--- config.mk ---
export PLATFORM = sky130hd
export DESIGN_NAME = mem_responder
export DESIGN_NICKNAME = d
export VERILOG_FILES = /design/src/rtl/mem_resp_pkg.sv /design/src/rtl/mem_responder_byte_merge.sv /design/src/rtl/mem_responder.sv
export SDC_FILE = /design/constraint.sdc
export NUM_CORES = 2
export LEC_CHECK = 0
export CAP_MARGIN = 10
export CORE_UTILIZATION = 50
export CTS_BUF_LIST = sky130_fd_sc_hd__clkbuf_16
export CTS_CLUSTER_SIZE = 30
export DETAILED_ROUTE_END_ITERATION = 10
export PLACE_DENSITY = 0.75
export SETUP_SLACK_MARGIN = 0.4
export SLEW_MARGIN = 20
export SYNTH_ARGS = -nofsm -noshare
export SYNTH_HDL_FRONTEND = slang
export SYNTH_HIERARCHICAL = 1
export SYNTH_SLANG_ARGS = --single-unit
--- constraint.sdc ---
create_clock -name clk -period 4.6 [get_ports clk]
set_input_delay 0.69 -clock clk [delete_from_list [all_inputs] [get_ports clk]]
set_output_delay 0.69 -clock clk [all_outputs]
set_load 0.05 [all_outputs]
--- src/rtl/mem_resp_pkg.sv ---
// Shared types and widths for the memory responder and its byte-lane merge.
package mem_resp_pkg;
  localparam int WORD_W = 32;
  localparam int BE_W   = 4;
  localparam int CNT_W  = 4;

  typedef enum logic [1:0] {
    IDLE   = 2'd0,
    WAIT   = 2'd1,
    COMMIT = 2'd2,
    RESP   = 2'd3
  } state_t;
endpackage

--- src/rtl/mem_responder_byte_merge.sv ---
// Combinational byte-lane merge: each enabled lane takes the new byte, others keep the old one.
module byte_merge
  import mem_resp_pkg::*;
(
  input  logic [WORD_W-1:0] old_word,
  input  logic [WORD_W-1:0] new_word,
  input  logic [BE_W-1:0]   be,
  output logic [WORD_W-1:0] merged
);

  always_comb begin
    merged = old_word;
    for (int i = 0; i < BE_W; i++) begin
      if (be[i]) merged[8*i +: 8] = new_word[8*i +: 8];
    end
  end

endmodule

--- src/rtl/mem_responder.sv ---
// Word-wide memory responder with byte-enable stores, programmable wait states and
// valid/ready request/response handshakes.
//
//   state  | meaning
//   IDLE   | ready for a request; latches it on req_valid
//   WAIT   | counting down WAIT_CYCLES wait states
//   COMMIT | single-cycle array access, response data registered
//   RESP   | response held until rsp_ready
module mem_responder
  import mem_resp_pkg::*;
#(
  parameter int DEPTH_WORDS = 64,
  parameter int WAIT_CYCLES = 1
) (
  input  logic              clk,
  input  logic              reset,
  input  logic              req_valid,
  output logic              req_ready,
  input  logic              req_wr,
  input  logic [31:0]       req_addr,
  input  logic [WORD_W-1:0] req_wdata,
  input  logic [BE_W-1:0]   req_be,
  output logic              rsp_valid,
  input  logic              rsp_ready,
  output logic [WORD_W-1:0] rsp_rdata,
  output logic              rsp_err
);

  localparam int IDX_W = (DEPTH_WORDS > 1) ? $clog2(DEPTH_WORDS) : 1;

  state_t            state_q, state_d;
  logic [CNT_W-1:0]  cnt_q;
  logic              wr_q;
  logic [29:0]       widx_q;
  logic [WORD_W-1:0] wdata_q;
  logic [BE_W-1:0]   be_q;
  logic [WORD_W-1:0] mem_q [DEPTH_WORDS];

  logic              accept;
  logic              in_range;
  logic [IDX_W-1:0]  idx;
  logic [WORD_W-1:0] old_word;
  logic [WORD_W-1:0] merged;
  logic              unused_addr_bits;

  // Byte offset within the word never affects indexing.
  assign unused_addr_bits = ^req_addr[1:0];

  assign accept   = (state_q == IDLE) && req_valid;
  assign in_range = widx_q < 30'(DEPTH_WORDS);
  assign idx      = widx_q[IDX_W-1:0];
  assign old_word = mem_q[idx];

  byte_merge u_merge (
    .old_word (old_word),
    .new_word (wdata_q),
    .be       (be_q),
    .merged   (merged)
  );

  always_ff @(posedge clk) begin
    if (reset) state_q <= IDLE;
    else       state_q <= state_d;
  end

  always_comb begin
    state_d   = state_q;
    req_ready = 1'b0;
    rsp_valid = 1'b0;
    case (state_q)
      IDLE: begin
        req_ready = 1'b1;
        if (req_valid) state_d = (WAIT_CYCLES > 0) ? WAIT : COMMIT;
      end
      WAIT: begin
        if (cnt_q == CNT_W'(1)) state_d = COMMIT;
      end
      COMMIT: state_d = RESP;
      RESP: begin
        rsp_valid = 1'b1;
        if (rsp_ready) state_d = IDLE;
      end
      default: state_d = IDLE;
    endcase
  end

  always_ff @(posedge clk) begin
    if (reset) begin
      cnt_q     <= '0;
      wr_q      <= 1'b0;
      widx_q    <= '0;
      wdata_q   <= '0;
      be_q      <= '0;
      rsp_rdata <= '0;
      rsp_err   <= 1'b0;
    end else begin
      if (accept) begin
        wr_q    <= req_wr;
        widx_q  <= req_addr[31:2];
        wdata_q <= req_wdata;
        be_q    <= req_be;
        cnt_q   <= CNT_W'(WAIT_CYCLES);
      end else if (state_q == WAIT) begin
        cnt_q <= cnt_q - CNT_W'(1);
      end

      if (state_q == COMMIT) begin
        if (!in_range) begin
          rsp_rdata <= '0;
          rsp_err   <= 1'b1;
        end else begin
          rsp_rdata <= wr_q ? merged : old_word;
          rsp_err   <= 1'b0;
        end
      end else if (state_q == RESP && rsp_ready) begin
        rsp_err <= 1'b0;
      end
    end
  end

  // The store is cleared by reset, so committed data does not survive it.
  always_ff @(posedge clk) begin
    if (reset) begin
      for (int i = 0; i < DEPTH_WORDS; i++) mem_q[i] <= '0;
    end else if (state_q == COMMIT && in_range && wr_q) begin
      mem_q[idx] <= merged;
    end
  end

endmodule

== Yosys cells after proc, flatten, opt, wreduce, memory -nomap -nowiden ==
Memories as Yosys holds them, arrays and structs flattened. A register that Yosys moved wholly into a read port is not among the register bits.
Cells that the tools add are included.

* Bits of input ports: 73
* Logic and storage cells: 56
* Memory bits (writable): 2048
* Register bits: 106
* Output and inout port bits: 35
* Memories kept: 1

* Mux-type cells: 27
* Equal/unequal tests: 7
* Add/subtract/negate cells: 1
* Order comparisons: 1
* Reduce and logical (&&, ||, !) cells: 10

{| class="wikitable"
|+ Memories
! name !! words !! bits a word !! rd ports !! clocked after Yosys merged registers in !! wr ports !! RTL line !! source
|-
| mem_q || 64 || 32 || 1 || 1 || 64 || mem_responder.sv:37 || <nowiki>logic [WORD_W-1:0] mem_q [DEPTH_WORDS];</nowiki>
|}

{| class="wikitable"
|+ Operator list
! operator !! number
|-
| $mux W32 || 3
|-
| $mux W8 || 4
|-
| $reduce_or A32 Y1 || 1
|-
| $lt A30 B7 Y1 const B || 1
|-
| $mux W6 || 3
|-
| $mux W1 || 13
|-
| $pmux W2 S4 || 1
|-
| $mux W2 || 3
|-
| $ne A2 B2 Y1 const B || 3
|-
| $eq A2 B2 Y1 const B || 2
|-
| $eq A4 B1 Y1 const B || 1
|-
| $logic_and A1 B1 Y1 || 4
|-
| $reduce_bool A2 Y1 || 2
|-
| $sub A4 B1 Y4 const B || 1
|-
| $reduce_and A3 Y1 || 1
|-
| $eq A2 B1 Y1 const B || 1
|-
| $logic_not A2 Y1 || 1
|-
| $reduce_or A2 Y1 || 1
|}

== Longest topological paths before layout ==
* Depth in word-level cells: 8
* Mapped depth: 15
* Gate-level depth less buffers: 9

== Modules after synthesis ==
Netlist, hierarchy kept.

{| class="wikitable"
|+ By module, submodules not included
! module !! times used !! area an instance (um^2) !! seq. area each (um^2) !! cells each
|-
| mem_responder || 1 || 97927.7 || 63741.1 || 6883
|-
| byte_merge || 1 || 525.5 || 0.0 || 36
|}

== Least setup slack after synthesis ==
No wires, ideal clock.

* Kind: flip-flop to flip-flop
* Start point: reg with a tool-made name
* End point: mem mem_q[0][29] (data pin)
* Data required time: 4.345 ns
* Setup slack: 1.249 ns
* Library setup time: 0.255 ns
* Stages on the path, launching flop included: 12
* Clock period less this slack: 3.351 ns
* Buffers on the path: 5
* Data arrival time: 3.096 ns
* Path through: dfxtp_1 > buf_2 > clkbuf_1 > buf_1 > mux4_2 > a22o_1 > or4_1 > mux2_2 > mux2_4 > clkbuf_1 > clkbuf_1 > and2_1

{| class="wikitable"
|+ RTL lines
! what !! RTL line
|-
| to (decl) || mem_responder.sv:37
|}

==> impl_metrics.toml <==
[synthesis]
yosysUniqueCellTypes = 55
ys_seq_area_share_pct = 64.7
synth_area_sq_um = 98500
synth-edff-count = 2048
synth_seq_cells = 2160
avgSynthCellArea_sq_um = 14.2
synth_warnings = 6
postSynthCellCount = 6919
synth_top_cell_by_area = "edfxtp_1"
yosys_most_used_dff = "edfxtp_1"
synth_most_common_cell = "and2_1"
synthTopCellsByCount = "2051 x and2_1, 2048 x edfxtp_1, 584 x clkbuf_1"
synth_top_area_share_pct = 62.5
async_reset_ff_share_pct = 0
synth_area_leaders = "edfxtp_1 62%, and2_1 13%, mux4_2 5.9%"
syn-num-nets = 6998

[setup_path]
cp-end-kind = "register"
startpoint_type = "register"
worstSetupPathType = "reg -> reg"
critPathRequiredTime_ns = 5.19
r2r_cells = 12
r2r_end = "mem_q[6][25]"
critPathMaxFanout = 56
rrSetupSlack_ns = 0.37
cp_data_arrival_time_ns = 4.81

[cts]
clkTransAtPathRegs_ns = 0.06
cts_sinks = 2160
cts-root-buf = "clkbuf_16"
cts_tree = "yes"
hold_buffers = 0
clock_path_buffers = 3
cts.htree.levels = 4
cts_buffers = 204
clock_latency_ns = 0.86

[floorplanning]
fp.dieW_um = 446
die-area_sq_um = 199000
fp.dieH_um = 446
io_pins = 108
start_util_pct = 50.4
core_area_sq_um = 195000
rows = 162

[drt]
wirelength_um = 271000
vias = 58800
avgViaCountPerCell = 6.06
drtIter0Drc = 8064
wl_per_cell_um = 27.9
first_pass_iters = 8
antenna_left = 0
post-route-drc-count = 0

[timing]
setup_viol = 0
worst_slew_pin_slew_ns = 1.17
rsz0062_at_grt = "false"
fin_worst_skew_ns = 0.0368
layout_min_cycle_time_ns = 4.23
tns_ns = 0
drv_slew = 0
whs_ns = 0.349
slew_headroom_pct = 21.8
final_hold_viol_count = 0
period_share_pct = 91.9
max_freq_ghz = 0.237

[pwr]
sequentialPowerShare_pct = 43.4
p_sw_mw = 16.8
power.density_nw_per_um2 = 471
p_leak_nw = 39.7
power.internal_mw = 35.3
combPwrFrac_pct = 25.6
clockPowerShare_pct = 31.0
peakVddDrop_mv = 0.468
swShare_pct = 32.2

[worst_hold_path]
whs_path_depth = 3
hold_path_class = "in -> reg"
holdPathEnd = "rsp_rdata[0]"
hold_path.startpoint = "reset"

[global_route]
grt_max_degree = 153
grt_pass1_wl_um = 390000
antenna_found_initial = 19
gr-usage-all-layers_pct = 27.0
overflow = 0
grt_pass1_vias = 57700

[finish]
areaGrowthSynthToFinish_pct = 12.3
fin_area_sq_um = 111000
post-route-util_pct = 56.6
layout.cells.non_filler = 9704
drive_above_1_share_pct = 17.9
n_fill_cell = 14700
fin_nets = 6985

[place]
dpl.cell_count = 9315
gp_congestion = 0.989
port_buffers = 105
place_area_sq_um = 104000
hpwl_um = 166000

[run]
maxCapViolCount = 0

[outcome]
status = "finished, final reports clean"
power by group through the flow:
stage | clock network [mW] | logic (mW) | registers [mW]
finish | 16.2 | 13.3 | 22.6
global route | 17.0 | 13.7 | 22.7
CTS | 16.3 | 12.9 | 22.6
detailed placement | 0 | 12.8 | 23.0
global placement | 0 | 12.6 | 23.0
floorplan | 0 | 6.74 | 22.8
final cells by class:
class | instances | area [sq um] | share of cell area (%)
Timing Repair Buffer | 484 | 5030 | 4.55
Clock inverter | 161 | 1010 | 0.910
Clock buffer | 214 | 5360 | 4.84
Antenna cell | 5 | 12.5 | 0.0113
Tap cell | 2624 | 3280 | 2.97
Multi-Input combinational cell | 4048 | 32100 | 29.0
Sequential cell | 2160 | 63800 | 57.7
Inverter | 8 | 30.0 | 0.0272
worst max-delay path, stage by stage (launching register included):
cell and delay (ns):
dfxtp_4 0.45, buf_4 0.26, or2_4 0.49, buf_4 0.29, o22ai_1 0.11, nor3_1 0.07, buf_4 0.20, or4_1 0.69
buf_4 0.27, mux2_2 0.25, mux2_4 0.33, buf_12 0.21, and2_1 0.20
routing by layer:
layer / track usage (%) / part of all wire [%] / up-vias
li1: - / - / 25100
met1: 36.4 / 38 / 29900
met2: 41.4 / 46 / 3166
met3: 5.97 / 11 / 534
met4: 13.6 / 5.4 / 2
met5: 0 / 0.0026 / -
worst max path at each step:
stage,startpoint,endpoint,depth (start not counted)
2_1_floorplan,register,mem_q[0][29],11
3_3_place_gp,register,mem_q[57][10],10
3_5_place_dp,register,mem_q[57][10],10
4_1_cts,register,mem_q[52][10],10
5_1_grt,register,mem_q[38][25],12
6_report,register,mem_q[6][25],12
through the flow:
step | total power [mW] | setup WS [ns]
global placement | 35.6 | 0.460
detailed placement | 35.9 | 0.420
global route | 53.4 | 0.404
floorplan | 29.5 | 1.25
CTS | 51.8 | 0.425
finish | 52.1 | 0.373
what timing repair did:
item,CTS,global route
buffers inserted,0,9
endpoints found under the setup margin,0,386
resized for setup,0,1
registers in the layout, indices dropped and copies added, names as in the netlist, named ones only:
signal / cells
widx_q: 30
cnt_q: 4
wdata_q: 32
be_q: 4
wr_q: 1
rsp_err: 1
rsp_rdata: 32
state_q: 2
mem_q: 2048
cell families (layout without fill, tap and decap cells):
logic type / after synthesis / count (layout) / share of synthesized area (%)
multiplexers: 802 / 802 / 11.9
other: 0 / 5 / 0
XOR/XNOR: 3 / 3 / 0.0267
AO/OA/AOI/OAI: 550 / 550 / 3.90
AND/OR/NAND/NOR: 2687 / 2687 / 16.4
adder cells (fa/ha/maj): 6 / 6 / 0.0762
flip-flops: 2160 / 2160 / 64.7
buffers and inverters: 711 / 867 / 2.94
cell usage in the layout (no fill, tap or decap), types with 11 or more instances in the layout:
cell type,n
a211oi_1,33
a21oi_1,102
a221o_1,31
a22o_1,62
a22oi_1,188
and2_1,2049
buf_12,90
buf_4,288
bufinv_16,11
clkbuf_16,214
clkdlybuf4s50_1,104
clkinv_1,46
clkinv_2,37
dfxtp_1,108
edfxtp_1,2048
inv_1,65
mux2_1,80
mux2_2,170
mux2_4,32
mux2i_1,261
mux4_2,259
nand2_1,148
nand2b_1,36
nand3_1,70
nand4_1,67
nor2_1,14
nor2_2,61
nor2b_1,37
nor3_1,66
o21ai_0,31
o22ai_1,93
or2_2,65
or4_1,31
Note: power is estimated with default switching activity, not from simulation.
